`config.mk`:
```
export PLATFORM = sky130hd
export DESIGN_NAME = vga_timing_gen_flat
export DESIGN_NICKNAME = d
export VERILOG_FILES = /design/src/rtl/vga_timing_gen_if.sv /design/src/rtl/vga_timing_gen.sv /design/src/flat_wrapper.sv
export SDC_FILE = /design/constraint.sdc
export NUM_CORES = 1
export LEC_CHECK = 0
export CAP_MARGIN = 30
export CORE_UTILIZATION = 30
export DETAILED_ROUTE_END_ITERATION = 12
export GPL_TIMING_DRIVEN = 1
export SLEW_MARGIN = 20
export SYNTH_ARGS = -nofsm -noshare
export SYNTH_HDL_FRONTEND = slang
export SYNTH_SLANG_ARGS = --single-unit
```
`constraint.sdc`:
```
create_clock -name pixel_clk -period 2.9 [get_ports pixel_clk]
set_input_delay 0.58 -clock pixel_clk [delete_from_list [all_inputs] [get_ports pixel_clk]]
set_output_delay 0.58 -clock pixel_clk [all_outputs]
set_load 0.05 [all_outputs]
```
`src/rtl/vga_timing_gen_if.sv`:
```
// Video output bundle: pixel clock, syncs, active-region flag and 24-bit colour.
interface video_if;
    logic        CLK;
    logic        HS;
    logic        VS;
    logic        BLANK;
    logic [23:0] RGB;

    modport master (output CLK, HS, VS, BLANK, RGB);
    modport slave  (input  CLK, HS, VS, BLANK, RGB);
endinterface

```
`src/rtl/vga_timing_gen.sv`:
```
// VGA timing generator with grid, colour-bar, stream and solid test patterns.
// Define VGA_FRAME_CNT_EN to add the frame_cnt output and its counter.
module vga_timing_gen #(
    parameter int HDISP     = 800,
    parameter int VDISP     = 480,
    parameter int HFP       = 40,
    parameter int HPULSE    = 48,
    parameter int HBP       = 40,
    parameter int VFP       = 13,
    parameter int VPULSE    = 3,
    parameter int VBP       = 29,
    parameter bit HS_POL    = 1'b0,
    parameter bit VS_POL    = 1'b0,
    parameter int GRID_LOG2 = 4
) (
    input  logic        pixel_clk,
    input  logic        pixel_rst_n,
    input  logic [1:0]  mode,
    input  logic [23:0] solid_rgb,
    input  logic [23:0] pix_data,
    input  logic        pix_valid,
    output logic        pix_ready,
    output logic        sof,
    output logic        underflow,
    input  logic        underflow_clr,
`ifdef VGA_FRAME_CNT_EN
    output logic [15:0] frame_cnt,
`endif
    video_if.master     video_ifm
);

    localparam int HTOT   = HDISP + HFP + HPULSE + HBP;
    localparam int VTOT   = VDISP + VFP + VPULSE + VBP;
    localparam int HSTART = HFP + HPULSE + HBP;
    localparam int VSTART = VFP + VPULSE + VBP;
    localparam int HW     = $clog2(HTOT);
    localparam int VW     = $clog2(VTOT);
    localparam int BAR_W  = (HDISP >= 8) ? (HDISP / 8) : 1;
    localparam int GRID_MASK = (1 << GRID_LOG2) - 1;

    localparam logic [HW-1:0] H_LAST    = HW'(HTOT - 1);
    localparam logic [VW-1:0] V_LAST    = VW'(VTOT - 1);
    localparam logic [HW-1:0] H_SYNC_S  = HW'(HFP);
    localparam logic [HW-1:0] H_SYNC_E  = HW'(HFP + HPULSE);
    localparam logic [VW-1:0] V_SYNC_S  = VW'(VFP);
    localparam logic [VW-1:0] V_SYNC_E  = VW'(VFP + VPULSE);
    localparam logic [HW-1:0] H_START   = HW'(HSTART);
    localparam logic [VW-1:0] V_START   = VW'(VSTART);

    logic [HW-1:0] r_h;
    logic [VW-1:0] r_v;
    logic [1:0]    r_mode_q;
    logic          r_hs;
    logic          r_vs;
    logic          r_blank;
    logic [23:0]   r_rgb;
    logic          r_sof;
    logic          r_underflow;

    logic          w_wrap;
    logic          w_origin;
    logic          w_active;
    logic [HW-1:0] w_x;
    logic [VW-1:0] w_y;
    logic [HW-1:0] w_bar_q;
    logic [2:0]    w_bar;
    logic          w_grid;
    logic          w_starve;
    logic [23:0]   w_bar_rgb;
    logic [23:0]   w_rgb;

    always_ff @(posedge pixel_clk or negedge pixel_rst_n) begin
        if (!pixel_rst_n) begin
            r_h <= '0;
            r_v <= '0;
        end else if (r_h == H_LAST) begin
            r_h <= '0;
            r_v <= (r_v == V_LAST) ? '0 : r_v + VW'(1);
        end else begin
            r_h <= r_h + HW'(1);
        end
    end

    always_comb begin
        w_wrap   = (r_h == H_LAST) && (r_v == V_LAST);
        w_origin = (r_h == '0) && (r_v == '0);
        w_active = (r_h >= H_START) && (r_v >= V_START);
        w_x      = r_h - H_START;
        w_y      = r_v - V_START;
        w_grid   = ((w_x & HW'(GRID_MASK)) == '0) || ((w_y & VW'(GRID_MASK)) == '0);
        w_bar_q  = w_x / HW'(BAR_W);
        w_bar    = (w_bar_q > HW'(7)) ? 3'd7 : w_bar_q[2:0];
    end

    always_comb begin
        w_bar_rgb = 24'h000000;
        case (w_bar)
            3'd0:    w_bar_rgb = 24'hFFFFFF;
            3'd1:    w_bar_rgb = 24'hFFFF00;
            3'd2:    w_bar_rgb = 24'h00FFFF;
            3'd3:    w_bar_rgb = 24'h00FF00;
            3'd4:    w_bar_rgb = 24'hFF00FF;
            3'd5:    w_bar_rgb = 24'hFF0000;
            3'd6:    w_bar_rgb = 24'h0000FF;
            default: w_bar_rgb = 24'h000000;
        endcase
    end

    // Stream handshake: pix_ready is a combinational function of position and
    // mode only; a pixel transfers on a cycle with pix_valid && pix_ready, and
    // a ready cycle without valid is a starved pixel (black, never retried).
    assign pix_ready = (r_mode_q == 2'd2) && w_active;
    assign w_starve  = pix_ready && !pix_valid;

    always_comb begin
        w_rgb = 24'h000000;
        if (w_active) begin
            case (r_mode_q)
                2'd0:    w_rgb = w_grid ? 24'hFFFFFF : 24'h000000;
                2'd1:    w_rgb = w_bar_rgb;
                2'd2:    w_rgb = pix_valid ? pix_data : 24'h000000;
                default: w_rgb = solid_rgb;
            endcase
        end
    end

    always_ff @(posedge pixel_clk or negedge pixel_rst_n) begin
        if (!pixel_rst_n) begin
            r_mode_q    <= 2'd0;
            r_hs        <= ~HS_POL;
            r_vs        <= ~VS_POL;
            r_blank     <= 1'b0;
            r_rgb       <= 24'h000000;
            r_sof       <= 1'b0;
            r_underflow <= 1'b0;
        end else begin
            if (w_origin) begin
                r_mode_q <= mode;
            end
            r_hs    <= ((r_h >= H_SYNC_S) && (r_h < H_SYNC_E)) ? HS_POL : ~HS_POL;
            r_vs    <= ((r_v >= V_SYNC_S) && (r_v < V_SYNC_E)) ? VS_POL : ~VS_POL;
            r_blank <= w_active;
            r_rgb   <= w_rgb;
            r_sof   <= w_origin;
            // A new starvation event outranks a clear in the same cycle.
            if (w_starve) begin
                r_underflow <= 1'b1;
            end else if (underflow_clr) begin
                r_underflow <= 1'b0;
            end
        end
    end

`ifdef VGA_FRAME_CNT_EN
    logic [15:0] r_frame_cnt;

    always_ff @(posedge pixel_clk or negedge pixel_rst_n) begin
        if (!pixel_rst_n) begin
            r_frame_cnt <= 16'd0;
        end else if (w_wrap) begin
            r_frame_cnt <= r_frame_cnt + 16'd1;
        end
    end

    assign frame_cnt = r_frame_cnt;
`endif

    assign sof       = r_sof;
    assign underflow = r_underflow;

    assign video_ifm.CLK   = pixel_clk;
    assign video_ifm.HS    = r_hs;
    assign video_ifm.VS    = r_vs;
    assign video_ifm.BLANK = r_blank;
    assign video_ifm.RGB   = r_rgb;

endmodule

```
`src/flat_wrapper.sv`:
```
// flat-port wrapper written by rule: the top's interface ports become plain ports
module vga_timing_gen_flat 
#(
    parameter int HDISP     = 800,
    parameter int VDISP     = 480,
    parameter int HFP       = 40,
    parameter int HPULSE    = 48,
    parameter int HBP       = 40,
    parameter int VFP       = 13,
    parameter int VPULSE    = 3,
    parameter int VBP       = 29,
    parameter bit HS_POL    = 1'b0,
    parameter bit VS_POL    = 1'b0,
    parameter int GRID_LOG2 = 4
)
  (pixel_clk, pixel_rst_n, mode, solid_rgb, pix_data, pix_valid, pix_ready, sof, underflow, underflow_clr, video_ifm_CLK, video_ifm_HS, video_ifm_VS, video_ifm_BLANK, video_ifm_RGB);
  video_if video_ifm_i ();
  input  logic pixel_clk;
  input  logic pixel_rst_n;
  input  logic [1:0] mode;
  input  logic [23:0] solid_rgb;
  input  logic [23:0] pix_data;
  input  logic pix_valid;
  output logic pix_ready;
  output logic sof;
  output logic underflow;
  input  logic underflow_clr;
  output wire logic [$bits(video_ifm_i.CLK)-1:0] video_ifm_CLK;
  output wire logic [$bits(video_ifm_i.HS)-1:0] video_ifm_HS;
  output wire logic [$bits(video_ifm_i.VS)-1:0] video_ifm_VS;
  output wire logic [$bits(video_ifm_i.BLANK)-1:0] video_ifm_BLANK;
  output wire logic [$bits(video_ifm_i.RGB)-1:0] video_ifm_RGB;
  assign video_ifm_CLK = video_ifm_i.CLK;
  assign video_ifm_HS = video_ifm_i.HS;
  assign video_ifm_VS = video_ifm_i.VS;
  assign video_ifm_BLANK = video_ifm_i.BLANK;
  assign video_ifm_RGB = video_ifm_i.RGB;
  vga_timing_gen #(.HDISP(HDISP), .VDISP(VDISP), .HFP(HFP), .HPULSE(HPULSE), .HBP(HBP), .VFP(VFP), .VPULSE(VPULSE), .VBP(VBP), .HS_POL(HS_POL), .VS_POL(VS_POL), .GRID_LOG2(GRID_LOG2)) u_core (.pixel_clk(pixel_clk), .pixel_rst_n(pixel_rst_n), .mode(mode), .solid_rgb(solid_rgb), .pix_data(pix_data), .pix_valid(pix_valid), .pix_ready(pix_ready), .sof(sof), .underflow(underflow), .underflow_clr(underflow_clr), .video_ifm(video_ifm_i));
endmodule
```
==> impl_metrics.toml <==
[outcome]
outcome = "complete, but fails checks"
violations = "setup timing"

[worst_setup_path]
path_cells = "inv_2 -> ha_2 -> or3b_2 -> o211ai_4 -> a31oi_1 -> o32ai_1 -> buf_4 -> or2_1 -> nand2_1 -> a31oi_1 -> nand2_4 -> a21oi_2"
crit_path_end_kind = "flop"
cp.arrival_ns = 3.28
start_kind = "flop"
reg2reg_from = "u_core.r_h[7]$_DFF_PN0_"
cp_common_cell = "a31oi_1"
rr_worst_depth = 12
reg2reg_slack_ns = -0.04
slowest_delay_ns = 0.50
crit_slowest_cell = "or3b_2"
r2r_end = "u_core.video_ifm.RGB[4]$_DFF_PN0_"
worstPathMaxFanout = 8
worstPathRequired_ns = 3.24
cp-endpoint = "u_core.video_ifm.RGB[4]$_DFF_PN0_"
worstSetupStartpoint = "u_core.r_h[7]$_DFF_PN0_"
worstSetupPathType = "flop to flop"

[power]
clock_power_share_pct = 45.1
worst_ir_drop_vdd_v = 0.000193
power_leakage_nw = 2.19
power.density_nw_per_um2 = 309
p_sw_share_pct = 25.1
p_switching_uw = 395
pwr-share-comb_pct = 9.5
pwr-share-seq_pct = 45.4
internal-power_mw = 1.18

[grt]
grt_antenna_before_repair = 0
grt.overflow.total = 0
grt_max_degree = 52
grt_pass1_vias = 3319
grt.total_usage_pct = 18.1
grt_pass1_wl_um = 16700

[synth]
synth_top_area_share_pct = 36.5
synth_fp_nets = 449
ys_seq_area_share_pct = 38.1
synthDistinctLibCells = 62
ys_warn_count = 0
synth_edf_count = 0
yosysTopAreaCell = "dfrtp_1"
synthArstFlopShare_pct = 100
synth_common_cells = "dfrtp_1, a21oi_1, nor2_1, nand2_1, o21ai_0"
synth_area_um2 = 3360
syn_area_per_cell_um2 = 8.73
syn_inst = 385
ys.flop_type = "dfrtp_1"
yosysMostFrequentCell = "dfrtp_1"
ys_ff_latch = 51
yosys-top-cells-area = "dfrtp_1, a21oi_1, o21ai_0"

[timing]
post-route-min-period_ns = 2.94
fin_skew_ns = 0.0136
finalCritPeriodShare_pct = 101
rsz0062_at_grt = "true"
max_freq_mhz = 340
finalMaxSlewViolations = 0
setup_viol = 8
worst_slew_pin_slew_ns = 0.976
hold_viol = 0
worst_slack_ns = -0.0400
fin_setup_tns_ns = -0.145
slew_headroom_pct = 34.8

[job]
cap_violations = 0

[detailed_routing]
drt-pass1-iter-count = 5
drc = 0
viasPerCell = 5.39
drt_iter0_markers = 327
antenna_left = 0
routed_wl_um = 10300
routedWlPerCell_um = 15.9
vias = 3479

[floorplan]
die_x_um = 108
rows = 38
core_area_um2 = 10900
ios = 85
die-area_um2 = 11600
dieHeight_um = 108
start_util_pct = 30.9

[finish]
drive_above_1_share_pct = 22.9
antenna_cells = 0
utilization_pct = 46.6
fin_nets = 569
syn_to_final_growth_pct = 51.2

[placed_design]
dp.final_hpwl_um = 7380
gp_congestion = 0.906
io_buffers = 84

[clock_network]
clkSlewWorstSetupHoldPaths_ns = 0.10
clk-insertion-delay-late_ns = 0.41
tritoncts = "yes"

[worst_hold_path]
hold_class = "input pin to asynchronous set/reset pin"
cells in the final DEF (no fill, tap or decap), types with 8 or more instances in the layout:
cell type / instances
buf_4: 46
nand3_1: 15
inv_1: 13
o21ai_0: 29
clkbuf_8: 9
nand2_1: 30
o221a_1: 8
clkdlybuf4s50_1: 81
a31oi_1: 10
nor2_1: 29
a21oi_1: 33
dfrtp_1: 48
xnor2_1: 9
o211a_1: 9
power by group through the flow:
stage,logic (mW),registers [mW],clock network [mW]
6_report,0.148,0.713,0.709
5_1_grt,0.162,0.714,0.766
4_1_cts,0.146,0.713,0.733
3_5_place_dp,0.144,0.727,0.0796
3_3_place_gp,0.144,0.727,0.0796
2_1_floorplan,0.0432,0.727,0.0743
cells by family after synthesis:
| logic type | synth area share, % |
|---|---|
| flip-flops | 38.1 |
| multiplexers | 0.596 |
| AO/OA/AOI/OAI | 29.9 |
| adder cells (fa/ha/maj) | 3.72 |
| XOR/XNOR | 4.17 |
| AND/OR/NAND/NOR | 18.5 |
| buffers and inverters | 4.95 |
sequential cells by signal, summed over array words and instances (netlist names):
signal / flops
u_core.sof: 1
u_core.underflow: 1
u_core.r_h: 10
u_core.video_ifm.HS: 1
u_core.video_ifm.VS: 1
u_core.r_v: 10
u_core.video_ifm.BLANK: 1
u_core.video_ifm.RGB: 24
u_core.r_mode_q: 2
worst max-delay path: cells and delay by family (launching register included):
family	cells	cell delay, ns
AND/OR/NAND/NOR	4	0.91
flip-flops	1	0.42
adder cells (fa/ha/maj)	1	0.28
buffers and inverters	2	0.26
AO/OA/AOI/OAI	5	1.01
layout make-up:
class / instances / area (um^2)
clock inverters: 2 / 38.8
repair buffers: 135 / 1250
inverters: 15 / 56.3
multi-input cells: 293 / 2150
clock buffers: 10 / 133
fillers: 1041 / 5810
flip-flops and latches: 51 / 1280
well taps: 140 / 175
metal layers:
layer / GRT usage, % / vias up / part of all wire, %
met4: 5.19 / 0 / 1.6
met3: 3.75 / 18 / 5.9
met5: 0 / - / 0
met1: 23.5 / 1656 / 44
met2: 30.0 / 136 / 48
li1: - / 1669 / -
per-stage QoR:
step | cells | power [mW] | cell area [um^2] | setup slack [ns] | hold WS, ns
2_1_floorplan | 385 | 0.845 | 3380 | -0.00796 | 0.284
3_3_place_gp | 625 | 0.951 | 4600 | 0.00547 | 0.499
3_5_place_dp | 625 | 0.950 | 4600 | -0.100 | 0.505
4_1_cts | 639 | 1.59 | 4830 | -0.00389 | 0.302
5_1_grt | 646 | 1.64 | 5080 | -0.210 | 0.331
6_report | 646 | 1.57 | 5080 | -0.0400 | 0.272
how the worst min path moves through the flow:
stage                                               to                          from  cells after the start
floorplan                      u_core.r_h[0]$_DFF_PN0_                   pixel_rst_n                      0
global placement          u_core.underflow$_DFFE_PN0P_  u_core.underflow$_DFFE_PN0P_                      1
detailed placement        u_core.underflow$_DFFE_PN0P_  u_core.underflow$_DFFE_PN0P_                      1
CTS                   u_core.video_ifm.BLANK$_DFF_PN0_                   pixel_rst_n                      2
global route        u_core.video_ifm.RGB[14]$_DFF_PN0_                   pixel_rst_n                      2
finish                u_core.video_ifm.BLANK$_DFF_PN0_                   pixel_rst_n                      2
repair_timing:
action,4_1_cts,5_1_grt
resized for setup,12,39
pin swaps,8,9
endpoints found under the setup margin,18,25
hold buffers,0,0
buffers inserted,3,7
hold endpoints to repair,0,0
No activity file was read; power rests on OpenSTA's default activity.
